[config.mk]
export PLATFORM = sky130hd
export DESIGN_NAME = rx_activity_monitor
export DESIGN_NICKNAME = d
export VERILOG_FILES = /design/src/rtl/rx_activity_monitor_pkg.sv /design/src/rtl/rx_activity_monitor_keep_popcount.sv /design/src/rtl/rx_activity_monitor.sv
export SDC_FILE = /design/constraint.sdc
export NUM_CORES = 1
export LEC_CHECK = 0
export CAP_MARGIN = 20
export CORE_MARGIN = 5
export CORE_UTILIZATION = 48
export CTS_CLUSTER_SIZE = 10
export DETAILED_ROUTE_END_ITERATION = 8
export GPL_ROUTABILITY_DRIVEN = 1
export PLACE_DENSITY = 0.84
export SLEW_MARGIN = 5
export SYNTH_ARGS = -nofsm -noshare
export SYNTH_HDL_FRONTEND = slang
export SYNTH_SLANG_ARGS = --single-unit
[constraint.sdc]
create_clock -name clk -period 8.2 [get_ports clk]
set_input_delay 0.82 -clock clk [delete_from_list [all_inputs] [get_ports clk]]
set_output_delay 0.82 -clock clk [all_outputs]
set_load 0.02 [all_outputs]
[src/rtl/rx_activity_monitor_pkg.sv]
// Shared types and constants for the RX stream activity monitors.
// Polarity constants are also consumed by the configuration/reset block.
package rx_activity_monitor_pkg;

  typedef enum logic {
    S_IDLE   = 1'b0,
    S_ACTIVE = 1'b1
  } rx_state_t;

  localparam int PKT_CNT_W  = 32;
  localparam int BYTE_CNT_W = 48;
  localparam int LEN_W      = 16;
  localparam int TIMER_W    = 32;

  localparam logic RESET  = 1'b0;
  localparam logic ACTIVE = 1'b1;

  // Saturating increment for the packet/error counters.
  function automatic logic [PKT_CNT_W-1:0] sat_inc(input logic [PKT_CNT_W-1:0] v);
    return (&v) ? v : v + 1'b1;
  endfunction

endpackage

[src/rtl/rx_activity_monitor_keep_popcount.sv]
// Combinational popcount of an AXI-Stream tkeep mask; no state, reusable
// by any stream monitor that needs a per-beat byte count.
module keep_popcount #(
  parameter int KW = 64,
  parameter int CW = $clog2(KW + 1)
) (
  input  logic [KW-1:0] keep,
  output logic [CW-1:0] count
);

  always_comb begin
    count = '0;
    for (int i = 0; i < KW; i++) begin
      count = count + CW'(keep[i]);
    end
  end

endmodule

[src/rtl/rx_activity_monitor.sv]
// Passive tap on a CMAC RX AXI-Stream: derives the traffic `active` level
// and keeps packet/error/byte counters plus the last packet length.
module rx_activity_monitor
  import rx_activity_monitor_pkg::*;
#(
  parameter int CLK_HZ     = 322265625,
  parameter int IDLE_USECS = 1000,
  parameter int DW         = 512
) (
  input  logic                  clk,
  input  logic                  resetn,
  input  logic                  rx_tvalid,
  input  logic                  rx_tlast,
  input  logic                  rx_tuser,
  input  logic [DW/8-1:0]       rx_tkeep,
  input  logic                  clear,
  output logic                  active,
  output logic [PKT_CNT_W-1:0]  pkt_count,
  output logic [PKT_CNT_W-1:0]  err_count,
  output logic [BYTE_CNT_W-1:0] byte_total,
  output logic [LEN_W-1:0]      last_pkt_len,
  output rx_state_t             dbg_state
);

  // Stream contract: no tready, so every cycle with rx_tvalid=1 is an
  // accepted beat; rx_tlast/rx_tuser/rx_tkeep are ignored when rx_tvalid=0.

  localparam int KW     = DW / 8;
  localparam int BCW    = $clog2(KW + 1);
  localparam int LEN_SW = LEN_W + 1;
  localparam logic [TIMER_W-1:0] IDLE_CYCLES = TIMER_W'((CLK_HZ / 1000000) * IDLE_USECS);

  logic [BCW-1:0] beat_bytes;

  keep_popcount #(.KW(KW), .CW(BCW)) u_popcount (
    .keep  (rx_tkeep),
    .count (beat_bytes)
  );

  rx_state_t             state_q, state_d;
  logic [TIMER_W-1:0]    timer_q, timer_d;
  logic                  active_q, active_d;
  logic [LEN_W-1:0]      cur_len_q, cur_len_d;
  logic [LEN_W-1:0]      last_len_q, last_len_d;
  logic [PKT_CNT_W-1:0]  pkt_count_q, pkt_count_d;
  logic [PKT_CNT_W-1:0]  err_count_q, err_count_d;
  logic [BYTE_CNT_W-1:0] byte_total_q, byte_total_d;

  logic                  beat;
  logic                  eop;
  logic [LEN_SW-1:0]     len_sum;
  logic [LEN_W-1:0]      len_sat;
  logic [PKT_CNT_W-1:0]  pkt_base;
  logic [PKT_CNT_W-1:0]  err_base;
  logic [BYTE_CNT_W-1:0] byte_base;

  always_comb begin
    beat    = rx_tvalid;
    eop     = rx_tvalid & rx_tlast;
    len_sum = {1'b0, cur_len_q} + LEN_SW'(beat_bytes);
    len_sat = len_sum[LEN_W] ? '1 : len_sum[LEN_W-1:0];

    cur_len_d  = cur_len_q;
    last_len_d = last_len_q;
    if (beat) begin
      cur_len_d = eop ? '0 : len_sat;
    end
    if (eop) begin
      last_len_d = len_sat;
    end

    // A clear coinciding with an event leaves just that event's contribution.
    pkt_base  = clear ? '0 : pkt_count_q;
    err_base  = clear ? '0 : err_count_q;
    byte_base = clear ? '0 : byte_total_q;

    pkt_count_d  = eop ? sat_inc(pkt_base) : pkt_base;
    err_count_d  = (eop && rx_tuser) ? sat_inc(err_base) : err_base;
    byte_total_d = beat ? byte_base + BYTE_CNT_W'(beat_bytes) : byte_base;
  end

  always_comb begin
    state_d  = state_q;
    timer_d  = timer_q;
    active_d = active_q;
    case (state_q)
      S_IDLE: begin
        if (beat) begin
          timer_d  = IDLE_CYCLES;
          active_d = ACTIVE;
          state_d  = S_ACTIVE;
        end
      end
      S_ACTIVE: begin
        if (beat) begin
          timer_d = IDLE_CYCLES;
        end else if (timer_q == '0) begin
          active_d = ~ACTIVE;
          state_d  = S_IDLE;
        end else begin
          timer_d = timer_q - 1'b1;
        end
      end
    endcase
  end

  always_ff @(posedge clk) begin
    if (resetn == RESET) begin
      state_q      <= S_IDLE;
      timer_q      <= '0;
      active_q     <= ~ACTIVE;
      cur_len_q    <= '0;
      last_len_q   <= '0;
      pkt_count_q  <= '0;
      err_count_q  <= '0;
      byte_total_q <= '0;
    end else begin
      state_q      <= state_d;
      timer_q      <= timer_d;
      active_q     <= active_d;
      cur_len_q    <= cur_len_d;
      last_len_q   <= last_len_d;
      pkt_count_q  <= pkt_count_d;
      err_count_q  <= err_count_d;
      byte_total_q <= byte_total_d;
    end
  end

  assign active       = active_q;
  assign pkt_count    = pkt_count_q;
  assign err_count    = err_count_q;
  assign byte_total   = byte_total_q;
  assign last_pkt_len = last_len_q;
  assign dbg_state    = state_q;

endmodule

=== Yosys cells after proc, flatten, opt, wreduce, memory -nomap -nowiden ===
Cells that the tools add are included.
W data, S select, Z words.

* $add $sub $neg: 68
* Eq/ne operators: 4
* Multiplexer cells: 22
* Bitwise logic cells: 2
* Reduce and logical (&&, ||, !) cells: 6

{| class="wikitable"
|+ Operators by type and width
! operator !! count
|-
| $add A7 B1 Y7 || 62
|-
| $mux W32 || 9
|-
| $mux W48 || 2
|-
| $add A32 B1 Y32 const B || 2
|-
| $pmux W32 S2 || 1
|-
| $reduce_and A32 Y1 || 2
|-
| $add A48 B7 Y48 || 1
|-
| $logic_not A32 Y1 || 1
|-
| $mux W16 || 2
|-
| $sub A32 B1 Y32 const B || 1
|-
| $add A16 B7 Y17 || 1
|-
| $mux W1 || 6
|-
| $ne A2 B2 Y1 const B || 2
|-
| $pmux W1 S2 || 2
|-
| $ne A3 B3 Y1 const B || 1
|-
| $reduce_and A3 Y1 || 1
|-
| $add A1 B1 Y2 || 1
|-
| $ne A2 B1 Y1 const B || 1
|-
| $reduce_and A2 Y1 || 1
|-
| $and A1 B1 Y1 || 1
|-
| $logic_and A1 B1 Y1 || 1
|-
| $not A1 Y1 || 1
|}

* Bits in registers: 178
* Input port bits: 70
* Logic and storage cells: 110

=== Longest topological paths before layout ===
Gate-level depths: netlist (run 1).

* Depth in word-level cells: 66
* Mapped depth: 29
* Depth with buffers taken out: 27

=== Modules after synthesis ===
Synthesis (run 1) repeated with hierarchy kept, for this count alone.

* Cell total of the unflattened synthesis: 1313
* Area total of the unflattened synthesis: 10998.0 um^2

{| class="wikitable"
|+ Modules (own cells, without submodules)
! module !! instances !! cells each !! area each (um^2)
|-
| rx_activity_monitor || 1 || 1130 || 9238.9
|-
| keep_popcount || 1 || 183 || 1759.2
|}

=== Least setup slack after synthesis (run 1) ===
Ideal clock, no wire load.

* Path type: input to register
* From: input port rx_tkeep[0]
* To: register cur_len_q[14]
* Arrival: 7.892 ns
* Data required time: 8.078 ns
* Slack: 0.186 ns
* Stages on the path: 24
* Path buffers: 0
* Path through: ha_1 inv_1 fa_1 fa_1 fa_1 fa_1 fa_1 fa_1 fa_1 fa_1 fa_1 fa_1 inv_1 a21o_1 a21oi_1 xnor2_1 ha_1 o21ai_0 o21bai_1 o22a_1 o311ai_4 or3_1 o21ai_0 o2bb2a_1

* Word-level cells in the longest chain between the ends: 66

{| class="wikitable"
|+ RTL lines
! item !! RTL line !! RTL
|-
| start: declaration || rx_activity_monitor.sv:15 || <nowiki>input logic [DW/8-1:0] rx_tkeep,</nowiki>
|-
| $add A1 B1 Y2 || rx_activity_monitor_keep_popcount.sv:14 || <nowiki>count = count + CW'(keep[i]);</nowiki>
|-
| $add A7 B1 Y7 (62 in series) || rx_activity_monitor_keep_popcount.sv:14 ||
|-
| $add A16 B7 Y17 || rx_activity_monitor.sv:60 || <nowiki>len_sum = {1'b0, cur_len_q} + LEN_SW'(beat_bytes);</nowiki>
|-
| $mux W16 || rx_activity_monitor.sv:61 || <nowiki>len_sat = len_sum[LEN_W] ? '1 : len_sum[LEN_W-1:0];</nowiki>
|-
| $mux W16 || rx_activity_monitor.sv:66 || <nowiki>cur_len_d = eop ? '0 : len_sat;</nowiki>
|-
| end signal: assignment || rx_activity_monitor.sv:121 || <nowiki>cur_len_q <= cur_len_d;</nowiki>
|-
| end: declaration || rx_activity_monitor.sv:43 || <nowiki>logic [LEN_W-1:0] cur_len_q, cur_len_d;</nowiki>
|}

Every way passes these cells.
A chain may end at the register's enable or synchronous reset.

=== Worst setup path after layout (run 1) ===
* From: input port rx_tkeep[42]
* To: register last_len_q[7], in the netlist last_pkt_len[7]

* Word-level cells in the longest chain between the ends: 24

{| class="wikitable"
|+ RTL lines
! item !! RTL line !! RTL
|-
| $add A7 B1 Y7 (22 in series) || rx_activity_monitor_keep_popcount.sv:14 ||
|-
| $add A16 B7 Y17 || rx_activity_monitor.sv:60 ||
|-
| $mux W16 || rx_activity_monitor.sv:61 ||
|-
| end signal: assignment || rx_activity_monitor.sv:122 || <nowiki>last_len_q <= last_len_d;</nowiki>
|-
| end: declaration || rx_activity_monitor.sv:44 || <nowiki>logic [LEN_W-1:0] last_len_q, last_len_d;</nowiki>
|}

Every way passes these cells.

==> flow_summary.yaml, run 1 <==
job:
  maxCapViolCount: 0
clock_network:
  root_buffer: "clkbuf_16"
  cts_made_buffers: 17
  cts-htree-levels: 4
  cts_tree: "done"
  hold_buffers: 0
  worst_skew_pair.late_latency_ps: 430
  clock_path_buffers: 2
  cts.sinks: 178
  clk_pin_slew_ps: 70
synthesis:
  synth_warnings: 0
  synth_seq_area_share_pct: 32.5
  syn_inst: 1284
  synth_top_area_share_pct: 32.5
  synth_cell_type_count: 80
  synth.avg_cell_area_um2: 8.55
  synth-edff-count: 0
  synthesis.nets: 1442
  async_reset_ff_share_pct: 0
  synth_seq_cells: 178
  syn_area_um2: 11000
  synth_flop_cell: "dfxtp_1"
  yosys-top-cells-area: "dfxtp_1 (32%), fa_1 (10%), xnor2_1 (5.3%)"
  yosysTopAreaCell: "dfxtp_1"
cells_and_area:
  instances_no_fill: 1806
  utilization_pct: 63.2
  final_common_cell: "clkdlybuf4s50_1"
  syn2layout_area_growth_pct: 30.0
  final_net_count: 1668
  diodes: 0
  drive_gt1_share_pct: 10.5
  mostFrequentLayoutCells: "clkdlybuf4s50_1 (184), dfxtp_1 (178), nor2_1 (141)"
grt:
  grt_use_total_pct: 22.2
  grt_pass1_vias: 10200
  grt_max_degree: 48
  grt_first_pass_wirelength_um: 48200
  antenna_found_initial: 0
  overflow: 0
sta:
  fin_crit_sh_pct: 96.5
  slew_viol_final: 0
  min_period_ps: 7910
  setup_violations: 0
  finalClockSkew_ps: 13.6
  rsz0062_at_grt: "false"
  hold_ws_ps: 467
  hold_viol_final: 0
  slew_headroom_pct: 28.4
  worstMarginPinSlew_ps: 1070
  max_freq_ghz: 0.126
status:
  status: "finished, final reports clean"
worst_setup_path:
  crit_top_cell: "fa_1"
  worst-setup-path-type: "primary input to flop"
  path_cells: "clkdlybuf4s50_1, fa_1, fa_2, inv_2, fa_1, fa_1, fa_1, fa_1, fa_1, fa_1, fa_2, fa_2, inv_1, buf_4, ha_1, a211oi_2, o21bai_1, a21o_1, maj3_2, a21oi_2, buf_12, xor2_1, a21oi_1"
  end_kind: "flop"
  path_max_fanout: 13
  critical_path_arrival_ps: 8230
  crit_slowest_cell: "fa_2"
  startpoint_type: "primary input"
  crit_buf_inv: 5
  cp_top_family: "adder cells"
  cp.required_ps: 8520
  critPathMaxStageDelay_ps: 570
worst_hold_path:
  hold_class: "flop to flop"
detailed_routing:
  final_antenna_net_count: 0
  drt-total-wl_um: 29400
  routedWlPerCell_um: 16.3
  first_pass_iters: 5
  avgViaCountPerCell: 5.59
  drt_iter0_drc: 658
  dr_total_vias: 10100
  drc: 0
die:
  fp.dieH_um: 161
  num_io_pins: 200
  dieWidth_um: 161
  coreArea_um2: 22600
  fp-row-count: 55
  dieArea_um2: 26000
  start_util_pct: 48.6
placement:
  dp_hpwl_um: 21800
  portBuffers: 199
  place_congestion: 0.840
  dp_cells: 1773
## worst reg2reg max path: cells and delay by family, from the launching register on
| kind | cells | cell delay, ps |
|---|---|---|
| AOI/OAI and AO/OA | 2 | 350 |
| DFF | 1 | 380 |
| and+or+nand+nor | 4 | 1760 |
## through the flow
| stage | setup slack [ps] | setup TNS, ps | area, um2 |
|---|---|---|---|
| 5_1_grt | 3.93 | 0 | 14300 |
| 4_1_cts | 12.8 | 0 | 14100 |
| 6_report | 289 | 0 | 14300 |
| 3_5_place_dp | -437 | -23560 | 13500 |
| 2_1_floorplan | 186 | 0 | 11000 |
| 3_3_place_gp | -327 | -13300 | 13500 |
## sequential cells by signal, indices dropped and copies added, names as in the netlist
register	flops
pkt_count	32
last_pkt_len	16
cur_len_q	16
timer_q	32
byte_total	48
dbg_state	1
err_count	32
active	1
## routing by layer
layer  part of all wire, %  track usage (%)
met5                     0                0
met3                   7.2             6.10
met4                   1.6             7.02
met1                    41             26.3
met2                    50             39.0
## cell usage after synthesis (all sizes together) (4+ instances only)
library cell and count:
a211oi 11, a21o 15, a21oi 66, a31oi 7, and2 8, and3 14
and4 12, buf 14, clkbuf 35, dfxtp 178, fa 56, ha 32
inv 122, mux2i 13, nand2 100, nand2b 11, nand3 37, nand3b 6
nand4 33, nand4b 4, nor2 143, nor2b 30, nor3 20, nor3b 6
nor4 23, o211ai 13, o21ai 53, o31a 4, o31ai 16, o41ai 4
or2 4, or3 30, or4 19, xnor2 67, xor2 31
## final timing paths
kind,slack [ps],to,depth (start not counted),from
hold / removal,470,cur_len_q[4]$_SDFFE_PN0P_,2,cur_len_q[4]$_SDFFE_PN0P_
setup reg to reg,5600,byte_total[32]$_SDFF_PN0_,6,byte_total[7]$_SDFF_PN0_
hold reg to reg,470,cur_len_q[4]$_SDFFE_PN0P_,2,cur_len_q[4]$_SDFFE_PN0P_
setup / recovery,290,last_pkt_len[7]$_SDFFE_PN0P_,23,rx_tkeep[42]
## final cells by class
type                       instances  area, um2
inverter                         122        458
timing repair buffer             256       2480
tap                              285        357
sequential                       178       3560
multi-input combinational        935       6840
fill                            1841       8300
clock inverter                     9       96.3
clock buffer                      21        480
## kinds of logic (layout without fill, tap and decap cells)
family	count (synthesis)	after routing	share of synthesized area, %
fa+ha+maj	90	90	14.1
mux	13	13	1.19
simple gates	508	508	24.6
compound gates	226	226	13.6
flops	178	178	32.5
buf+inv	171	408	6.25
xor+xnor	98	98	7.89
## timing repair
action                                  4_1_cts  5_1_grt
pin swaps                                     1       46
endpoints found under the setup margin        5       73
setup buffers                                 1        3
hold endpoints to repair                      0        0
cloned                                        0        0
gates resized for setup                       3       61
Power of run 1 is not shown: default switching activity piles up to over one toggle a cycle in this logic, so the estimate is an artifact.
==> run 2: changes to the inputs <==
CORE_UTILIZATION = 28   (was 48)
PLACE_DENSITY = 0.57   (was 0.84)
==> run 2 against run 1 <==
Compared with the run above:
- global-route usage down 7.9 points
- worst hold slack worse by 6.9 ps
- core utilization is 25 points lower
- register-to-register slack got worse by 270 ps
- sequential cell count is the same
- non-clock buffer count is 18 higher
- critical path type unchanged
- fmax is 0.74% lower
- worst setup slack got worse by 59 ps
- clock-buffer cell count decreased by 1
- cell area is 4.6% higher
- via count shrank 1.3%
- clock skew is 4.0 ps lower
==> flow_summary.yaml, run 2 (synthesis gave the netlist of run 1 again) <==
clock_network:
  root_buffer: "clkbuf_16"
  clk_pin_slew_ps: 70
  cts_tree: "done"
  cts.sinks: 178
  clock_path_buffers: 2
  cts-htree-levels: 4
  cts_made_buffers: 17
  hold_buffers: 0
  worst_skew_pair.late_latency_ps: 440
grt:
  overflow: 0
  antenna_found_initial: 1
  grt_pass1_vias: 9825
  grt_first_pass_wirelength_um: 51600
  grt_use_total_pct: 14.2
  grt_max_degree: 50
worst_setup_path:
  end_kind: "flop"
  crit_slowest_cell: "fa_1"
  worstSetupStartpoint: "rx_tkeep[38]"
  worst-setup-path-type: "primary input to flop"
  cp.required_ps: 8470
  critical_path_arrival_ps: 8240
  critPathMaxStageDelay_ps: 550
  path_max_fanout: 7
  crit_top_cell: "fa_1"
  startpoint_type: "primary input"
  r2r_start: "pkt_count[14]$_SDFF_PN0_"
  reg2reg_to: "pkt_count[11]$_SDFF_PN0_"
  reg2reg_depth: 7
  regToRegSetupSlack_ps: 5330
sta:
  max_freq_ghz: 0.125
  min_period_ps: 7970
  slew_headroom_pct: 29.8
  tns_ps: 0
  hold_viol_final: 0
  worstMarginPinSlew_ps: 1050
  rsz0062_at_grt: "true"
  fin_crit_sh_pct: 97.2
  finalClockSkew_ps: 9.63
  slew_viol_final: 0
  setup_violations: 0
detailed_routing:
  routedWlPerCell_um: 15.4
  top_layer: "met5"
  wl_met2_um: 14700
  final_antenna_net_count: 0
  drt_iter0_drc: 530
  first_pass_iters: 7
  avgViaCountPerCell: 4.84
  dr_total_vias: 9967
  drc: 0
  wl_met1_um: 14700
  wl_met3_um: 1670
  drt-total-wl_um: 31600
die:
  coreArea_um2: 38700
  dieArea_um2: 43300
  start_util_pct: 28.3
  num_io_pins: 200
  fp-row-count: 72
  dieWidth_um: 208
  fp.dieH_um: 208
worst_hold_path:
  holdPathStages: 2
  hold_class: "flop to flop"
  hp-start: "timer_q[22]$_SDFFE_PN0P_"
  holdPathEnd: "timer_q[22]$_SDFFE_PN0P_"
placement:
  dp_hpwl_um: 23400
  dp_cells: 2018
  portBuffers: 199
  place_congestion: 0.837
  placed_area_um2: 13900
cells_and_area:
  fin_area_um2: 14900
  final_common_cell: "clkdlybuf4s50_1"
  largest_reg_flops: 48
  instances_no_fill: 2059
  final_net_count: 1686
  syn2layout_area_growth_pct: 36.0
  utilization_pct: 38.5
  diodes: 0
  mostFrequentLayoutCells: "clkdlybuf4s50_1 (188), dfxtp_1 (178), nor2_1 (138)"
  drive_gt1_share_pct: 12.9
job:
  maxCapViolCount: 0
status:
  status: "finished, final reports clean"
## run 2: per-stage QoR
stage | hold slack, ps | setup slack (ps)
6_report | 460 | 231
3_5_place_dp | 453 | -544
4_1_cts | 464 | -12.2
2_1_floorplan | 431 | 186
3_3_place_gp | 442 | -424
5_1_grt | 498 | -45.9
## run 2: worst max path at each step
stage,to,slack [ps],depth (start not counted)
2_1_floorplan,cur_len_q[14]$_SDFFE_PN0P_,190,24
3_3_place_gp,cur_len_q[14]$_SDFFE_PN0P_,-420,25
3_5_place_dp,cur_len_q[13]$_SDFFE_PN0P_,-540,25
4_1_cts,cur_len_q[14]$_SDFFE_PN0P_,-10,25
5_1_grt,cur_len_q[11]$_SDFFE_PN0P_,-50,26
6_report,last_pkt_len[2]$_SDFFE_PN0P_,230,26
## run 2: layout make-up
class / instances / area [um2]
Clock inverter: 12 / 121
Inverter: 122 / 458
Timing Repair Buffer: 274 / 2660
Clock buffer: 20 / 447
Fill cell: 3959 / 23800
Multi-Input combinational cell: 935 / 7040
Tap cell: 518 / 648
Sequential cell: 178 / 3560
## run 2: per-layer routing
metal | vias up | GRT usage (%)
met2 | 243 | 23.0
met1 | 4761 | 19.3
li1 | 4929 | -
met3 | 32 | 3.37
met4 | 2 | 3.56
met5 | - | 0
## run 2: worst max-delay path: cells and delay by family
kind	cells	cell delay [ps]
compound gates	5	790
buf+inv	7	1090
simple gates	2	220
xor+xnor	1	240
fa+ha+maj	11	5060
## run 2: repair_timing
item	CTS	global route
buffers inserted	0	6
cloned	0	1
setup endpoints to repair	29	74
resized for setup	4	90
pin swaps	0	64
Power of run 2 is left out for the same reason.
